$ cat src/rtl/pipe_hazard_ctrl_pkg.sv
// Shared definitions for the issue/hazard controller: controller state
// encodings, register index width and the widths of the buses this block
// drives toward FE and DE.
package pipe_hazard_ctrl_pkg;

  localparam int REG_IDX_W = 5;

  // Default PC width, used only to size the FE-facing bus constant below.
  localparam int DEF_DBITS = 32;

  // FE sees {fe_stall, fe_redirect, fe_redirect_pc}.
  localparam int FROM_HZ_TO_FE_W = 2 + DEF_DBITS;

  // DE sees {de_stall, de_issue, de_flush}.
  localparam int FROM_HZ_TO_DE_W = 3;

  typedef enum logic [1:0] {
    ST_IDLE     = 2'd0,
    ST_BR_PEND  = 2'd1,
    ST_REDIRECT = 2'd2
  } hz_state_e;

endpackage : pipe_hazard_ctrl_pkg

$ cat src/rtl/pipe_hazard_ctrl_hz_scoreboard.sv
// Per-register scoreboard of in-flight writes. Each architectural register
// (x0 excluded) has a small counter of issued-but-not-retired writers.
// Hazard lookups use the counts as they stand before the clock edge, so a
// retirement in the same cycle does not bypass a RAW stall.
module hz_scoreboard
  import pipe_hazard_ctrl_pkg::*;
#(
  parameter int NUM_REGS = 32,
  parameter int CNT_W    = 2
) (
  input  logic                 clk,
  input  logic                 reset,
  input  logic [REG_IDX_W-1:0] i_rs1,
  input  logic                 i_rs1_used,
  input  logic [REG_IDX_W-1:0] i_rs2,
  input  logic                 i_rs2_used,
  input  logic                 i_wr_reg,
  input  logic [REG_IDX_W-1:0] i_rd,
  input  logic                 i_inc,
  input  logic                 i_dec,
  input  logic [REG_IDX_W-1:0] i_wb_rd,
  output logic                 o_raw_hazard,
  output logic                 o_struct_hazard,
  output logic                 o_underflow
);

  localparam logic [CNT_W-1:0] LP_CNT_MAX = '1;

  logic [CNT_W-1:0] r_cnt [NUM_REGS];

  logic w_inc_en;
  logic w_dec_en;
  logic w_same_reg;
  logic w_rs1_busy;
  logic w_rs2_busy;

  assign w_inc_en   = i_inc && (i_rd != '0);
  assign w_dec_en   = i_dec && (i_wb_rd != '0);
  // Issue and retirement on the same register cancel out.
  assign w_same_reg = w_inc_en && w_dec_en && (i_rd == i_wb_rd);

  assign w_rs1_busy = i_rs1_used && (i_rs1 != '0) && (r_cnt[i_rs1] != '0);
  assign w_rs2_busy = i_rs2_used && (i_rs2 != '0) && (r_cnt[i_rs2] != '0);

  assign o_raw_hazard    = w_rs1_busy || w_rs2_busy;
  // A full counter blocks another writer, so the counter can never wrap.
  assign o_struct_hazard = i_wr_reg && (i_rd != '0) && (r_cnt[i_rd] == LP_CNT_MAX);
  assign o_underflow     = w_dec_en && !w_same_reg && (r_cnt[i_wb_rd] == '0);

  // Counter array update: +1 on issue, -1 on retirement, floor at zero.
  // NOTE: this array is pipeline state, not storage -- a stale count after
  // reset would stall forever, so every entry is cleared by reset.
  always_ff @(posedge clk or negedge reset) begin
    if (!reset) begin
      for (int i = 0; i < NUM_REGS; i++) r_cnt[i] <= '0;
    end else begin
      for (int i = 1; i < NUM_REGS; i++) begin
        if (w_inc_en && !w_same_reg && (i_rd == REG_IDX_W'(i))) begin
          r_cnt[i] <= r_cnt[i] + 1'b1;
        end else if (w_dec_en && !w_same_reg && (i_wb_rd == REG_IDX_W'(i)) &&
                     (r_cnt[i] != '0)) begin
          r_cnt[i] <= r_cnt[i] - 1'b1;
        end
      end
    end
  end

endmodule : hz_scoreboard

$ cat src/rtl/pipe_hazard_ctrl.sv
// Issue/hazard controller between FE, DE and AGEX. Stalls DE on RAW and
// scoreboard-full hazards, holds fetch while a control transfer is in
// flight, and emits a one-cycle redirect plus DE flush on a taken resolve.
module pipe_hazard_ctrl
  import pipe_hazard_ctrl_pkg::*;
#(
  parameter int NUM_REGS = 32,
  parameter int CNT_W    = 2,
  parameter int DBITS    = 32,
  parameter int PERF_W   = 32
) (
  input  logic                 clk,
  input  logic                 reset,
  input  logic                 de_valid,
  input  logic [REG_IDX_W-1:0] de_rs1,
  input  logic [REG_IDX_W-1:0] de_rs2,
  input  logic                 de_rs1_used,
  input  logic                 de_rs2_used,
  input  logic                 de_wr_reg,
  input  logic [REG_IDX_W-1:0] de_rd,
  input  logic                 de_is_branch,
  input  logic                 agex_br_resolved,
  input  logic                 agex_br_taken,
  input  logic [DBITS-1:0]     agex_br_target,
  input  logic                 wb_valid,
  input  logic                 wb_wr_reg,
  input  logic [REG_IDX_W-1:0] wb_rd,
  output logic                 de_stall,
  output logic                 de_issue,
  output logic                 fe_stall,
  output logic                 fe_redirect,
  output logic [DBITS-1:0]     fe_redirect_pc,
  output logic                 de_flush,
  output logic [PERF_W-1:0]    stall_cycles,
  output logic                 proto_err
);

  hz_state_e         r_state;
  logic              r_fe_redirect;
  logic [DBITS-1:0]  r_fe_redirect_pc;
  logic              r_de_flush;
  logic [PERF_W-1:0] r_stall_cycles;
  logic              r_proto_err;

  logic w_raw_hazard;
  logic w_struct_hazard;
  logic w_underflow;

  hz_scoreboard #(
    .NUM_REGS (NUM_REGS),
    .CNT_W    (CNT_W)
  ) u_scoreboard (
    .clk             (clk),
    .reset           (reset),
    .i_rs1           (de_rs1),
    .i_rs1_used      (de_rs1_used),
    .i_rs2           (de_rs2),
    .i_rs2_used      (de_rs2_used),
    .i_wr_reg        (de_wr_reg),
    .i_rd            (de_rd),
    .i_inc           (de_issue && de_wr_reg),
    .i_dec           (wb_valid && wb_wr_reg),
    .i_wb_rd         (wb_rd),
    .o_raw_hazard    (w_raw_hazard),
    .o_struct_hazard (w_struct_hazard),
    .o_underflow     (w_underflow)
  );

  // DE hold: hazards while idle, unconditional while a control op is open.
  // NOTE: the default assignment first means every path drives de_stall,
  // so no latch is inferred; combinational blocks use blocking '='.
  always_comb begin
    de_stall = 1'b0;
    case (r_state)
      ST_IDLE:     de_stall = w_raw_hazard || w_struct_hazard;
      ST_BR_PEND:  de_stall = 1'b1;
      ST_REDIRECT: de_stall = 1'b1;
      default:     de_stall = 1'b1;
    endcase
  end

  assign de_issue       = de_valid && !de_stall;
  assign fe_stall       = (r_state == ST_BR_PEND);
  assign fe_redirect    = r_fe_redirect;
  assign fe_redirect_pc = r_fe_redirect_pc;
  assign de_flush       = r_de_flush;
  assign stall_cycles   = r_stall_cycles;
  assign proto_err      = r_proto_err;

  // Control-transfer sequencer with registered redirect/flush outputs.
  // NOTE: state registers use non-blocking '<=' so every flop samples
  // pre-edge values regardless of statement order.
  always_ff @(posedge clk or negedge reset) begin
    if (!reset) begin
      r_state          <= ST_IDLE;
      r_fe_redirect    <= 1'b0;
      r_fe_redirect_pc <= '0;
      r_de_flush       <= 1'b0;
    end else begin
      r_fe_redirect <= 1'b0;
      r_de_flush    <= 1'b0;
      case (r_state)
        ST_IDLE: begin
          if (de_issue && de_is_branch) r_state <= ST_BR_PEND;
        end
        ST_BR_PEND: begin
          if (agex_br_resolved) begin
            if (agex_br_taken) begin
              r_state          <= ST_REDIRECT;
              r_fe_redirect    <= 1'b1;
              r_de_flush       <= 1'b1;
              r_fe_redirect_pc <= agex_br_target;
            end else begin
              r_state <= ST_IDLE;
            end
          end
        end
        ST_REDIRECT: r_state <= ST_IDLE;
        default:     r_state <= ST_IDLE;
      endcase
    end
  end

  // Saturating count of cycles in which a valid DE instruction is held.
  always_ff @(posedge clk or negedge reset) begin
    if (!reset) begin
      r_stall_cycles <= '0;
    end else if (de_valid && de_stall && (r_stall_cycles != '1)) begin
      r_stall_cycles <= r_stall_cycles + 1'b1;
    end
  end

  // Sticky protocol error: stray resolve or retirement of an idle register.
  always_ff @(posedge clk or negedge reset) begin
    if (!reset) begin
      r_proto_err <= 1'b0;
    end else if (w_underflow || (agex_br_resolved && (r_state != ST_BR_PEND))) begin
      r_proto_err <= 1'b1;
    end
  end

endmodule : pipe_hazard_ctrl

$ cat config.mk
export PLATFORM = sky130hd
export DESIGN_NAME = pipe_hazard_ctrl
export DESIGN_NICKNAME = d
export VERILOG_FILES = /design/src/rtl/pipe_hazard_ctrl_pkg.sv /design/src/rtl/pipe_hazard_ctrl_hz_scoreboard.sv /design/src/rtl/pipe_hazard_ctrl.sv
export SDC_FILE = /design/constraint.sdc
export NUM_CORES = 1
export LEC_CHECK = 0
export CAP_MARGIN = 10
export CELL_PAD_IN_SITES_DETAIL_PLACEMENT = 1
export CELL_PAD_IN_SITES_GLOBAL_PLACEMENT = 2
export CORE_MARGIN = 10
export CORE_UTILIZATION = 30
export CTS_BUF_LIST = sky130_fd_sc_hd__clkbuf_16
export DETAILED_ROUTE_END_ITERATION = 16
export GPL_ROUTABILITY_DRIVEN = 0
export PLACE_DENSITY = 0.84
export SLEW_MARGIN = 30
export SYNTH_ARGS = -nofsm -noshare
export SYNTH_HDL_FRONTEND = slang
export SYNTH_SLANG_ARGS = --single-unit
$ cat constraint.sdc
create_clock -name clk -period 3.3 [get_ports clk]
set_clock_uncertainty 0.15 [all_clocks]
set_input_delay 0.33 -clock clk [delete_from_list [all_inputs] [get_ports clk]]
set_output_delay 0.33 -clock clk [all_outputs]
set_load 0.02 [all_outputs]
==> flow_metrics.py <==
metrics = {
    "synth": {
        "syn_area_sq_mm": 0.007606,
        "syn_avg_cell_area_sq_um": 9.579,
        "netlist_top_cells_area": "dfrtp_1, mux4_2, mux2_2, nand3_1, o211ai_1",
        "ys_ff_latch": 130,
        "async_flop_share": 1.000,
        "synthDistinctLibCells": 65,
        "synth-main-ff-cell": "dfrtp_1",
        "yosysSeqAreaShare": 0.4277,
        "synth_top_area_frac": 0.4277,
        "yosys.area.top_type": "dfrtp_1",
        "yosysWarnings": 2,
        "yosysMostFrequentCell": "dfrtp_1",
        "synth-edff-count": 0,
        "synth_nets": 858,
        "syn_inst": 794,
        "synth_top_cells_by_count": "dfrtp_1, nand3_1, nor2_1, nand2_1, o21ai_0",
    },
    "final_layout": {
        "design_area_sq_mm": 0.01080,
        "final_cells": 1363,
        "diodes": 0,
        "synthToLayoutAreaGrowth_pct": 41.95,
        "drive_gt1_frac": 0.2197,
        "nNetsFinal": 1084,
    },
    "placed_design": {
        "portBuffers": 132,
        "placedCellCount": 1327,
        "dp_hpwl_um": 22280,
        "postPlaceCellArea_sq_mm": 0.01011,
    },
    "drt": {
        "dr.first_iter.drc_count": 440,
        "dr.pass1.iters": 4,
        "wl_per_cell_um": 21.60,
        "ant_nets": 0,
        "viasPerCell": 5.489,
        "drc": 0,
        "finalWirelength_um": 29440,
        "vias": 7482,
    },
    "worst_setup_path": {
        "r2r-start": "u_scoreboard.r_cnt[7]",
        "crit_path_start": "u_scoreboard.r_cnt[7]",
        "required_ns": 2.82,
        "critPathMaxFanout": 3,
        "crit_type": "flip-flop to output pin",
        "endpoint_kind": "output pin",
        "crit_path_start_kind": "flip-flop",
        "crit_arrival_ns": 2.76,
        "rr_worst_depth": 11,
    },
    "sta": {
        "tightest_slew_ns": 0.6880,
        "slew_viol_final": 0,
        "period_minus_slack_ns": 3.244,
        "slew_headroom": 0.5403,
        "fin_tns_setup_ns": 0,
        "rsz0062_at_grt": "yes",
        "whs_ns": 0.2971,
        "post-route-period-util": 0.9831,
        "setup_viol": 0,
        "hold_viol": 0,
        "fmax_mhz": 308.2,
    },
    "outcome": {
        "outcome": "complete, no violations",
    },
    "clocking": {
        "clock_tree.root_cell": "clkbuf_16",
        "cts_tree": "yes",
        "clk_latency_ns": 0.44,
        "cts_buffers": 17,
        "cts.sinks": 130,
        "htree_levels": 4,
        "path_clk_slew_ns": 0.07,
        "cts_buffer_depth": 2,
    },
    "power_and_ir_drop": {
        "p_leak_nw": 4.416,
        "ir_drop_mv": 0.5105,
        "power_frac_clock": 0.283,
        "switching_share": 0.3739,
        "net-switching-power_mw": 2.534,
        "pwr-share-seq": 0.341,
        "combPwrFrac": 0.375,
        "internal_power_mw": 4.243,
        "power_density_mw_per_mm2": 627.6,
    },
    "global_route": {
        "grt_use_total": 0.1852,
        "grt_max_degree": 65,
        "grt_pass1_wl_um": 45980,
        "antenna_found_initial": 0,
        "grt-ovfl-total": 0,
        "grt_pass1_vias": 7830,
    },
    "floorplanning": {
        "die-area_sq_mm": 0.03212,
        "io_pins": 133,
        "die-height_um": 179.2,
        "die_w_um": 179.2,
        "core_area_sq_mm": 0.02504,
        "rows": 58,
        "start_util": 0.3038,
    },
    "hold_path": {
        "hp-class": "input port to asynchronous set/reset pin",
    },
    "job": {
        "cap_violations": 0,
    },
}
[worst paths after layout]
path | end | slack [ns]
setup reg to reg | u_scoreboard.r_cnt[58] | 0.09
hold / removal | u_scoreboard.r_cnt[29] | 0.30
setup / recovery | de_issue | 0.06
hold reg to reg | stall_cycles[5] | 0.33
min in group clk | stall_cycles[5] | 0.33
max in group asynchronous | stall_cycles[3] | 1.89
[registers in the layout (all words and copies together) (netlist names)]
signal and cells:
proto_err 1, stall_cycles 32, de_flush 1, r_state 2
u_scoreboard.r_cnt 62, fe_redirect_pc 32
[kinds of logic (layout without fill, tap and decap cells)]
group                    count (synthesis)  after routing  synth area share
adder cells (fa/ha/maj)                  1              1          0.001645
multiplexers                            55             55            0.1091
buffers and inverters                   87            326           0.04754
flip-flops                             130            130            0.4277
AND/OR/NAND/NOR                        280            280            0.1910
AO/OA/AOI/OAI                          205            205            0.1816
XOR/XNOR                                36             36           0.04145
[metal layers]
metal	global-route usage	part of all wire	up-vias
met1	0.2305	0.42	3785
met4	0.04646	0.017	0
li1	-	-	3408
met5	0	0	-
met3	0.07203	0.095	33
met2	0.2952	0.47	256
[cell type report]
type                    instances  area, sq um
fillers                      2883        14240
multi-input cells             577         4024
flip-flops and latches        130         3253
repair buffers                256         2372
clock buffers                  17        425.4
well taps                     330        412.9
clock inverters                15        163.9
inverters                      38        145.1
[cell usage in the layout (no fill, tap or decap), types with 9 or more instances in the layout]
master / Yosys / layout
a21oi_1: 36 / 36
a22o_1: 21 / 21
and3_1: 12 / 12
buf_4: 2 / 109
buf_6: 2 / 10
clkbuf_16: 0 / 17
clkdlybuf4s50_1: 0 / 129
dfrtp_1: 130 / 130
inv_1: 36 / 36
mux2_2: 33 / 33
mux4_2: 19 / 19
nand2_1: 44 / 43
nand3_1: 57 / 57
nand4_1: 18 / 18
nor2_1: 56 / 50
nor3_1: 28 / 28
nor3b_1: 9 / 9
o211ai_1: 36 / 36
o21ai_0: 37 / 36
o21ai_1: 18 / 19
o22a_1: 23 / 23
xnor2_1: 16 / 16
xor2_1: 20 / 20
[power by group through the flow]
stage	sequential [mW]	clock, mW	combinational [mW]
floorplan	2.54	0	0.996
global placement	2.29	0	2.42
detailed placement	2.33	0	2.49
CTS	2.31	1.97	2.52
global route	2.37	2.03	2.73
finish	2.31	1.92	2.54
[stage by stage]
stage	utilization	power [mW]	worst slack, ns
after floorplan	-	3.538	0.1760
after global placement	0.4037	4.719	-0.2901
after detailed placement	0.4037	4.819	-0.3669
after CTS	0.4292	6.802	0.01740
after global routing	0.4312	7.130	-0.05553
final	0.4312	6.776	0.05585
[worst max-delay path, stage by stage, from the launching register on]
cell and delay [ns]:
dfrtp_1 0.38, or2_1 0.26, mux4_2 0.49, o2111ai_2 0.19, a32oi_1 0.14, o31a_1 0.16, nor3b_4 0.29, buf_4 0.17
and2_4 0.15, buf_6 0.11
[what timing repair did]
action	CTS	global route
setup buffers	1	2
gates resized for setup	13	13
endpoints found under the setup margin	2	44
pin swaps	4	6
hold endpoints to repair	62	0
hold buffers	1	0
Power figures use the tool's default switching activity.
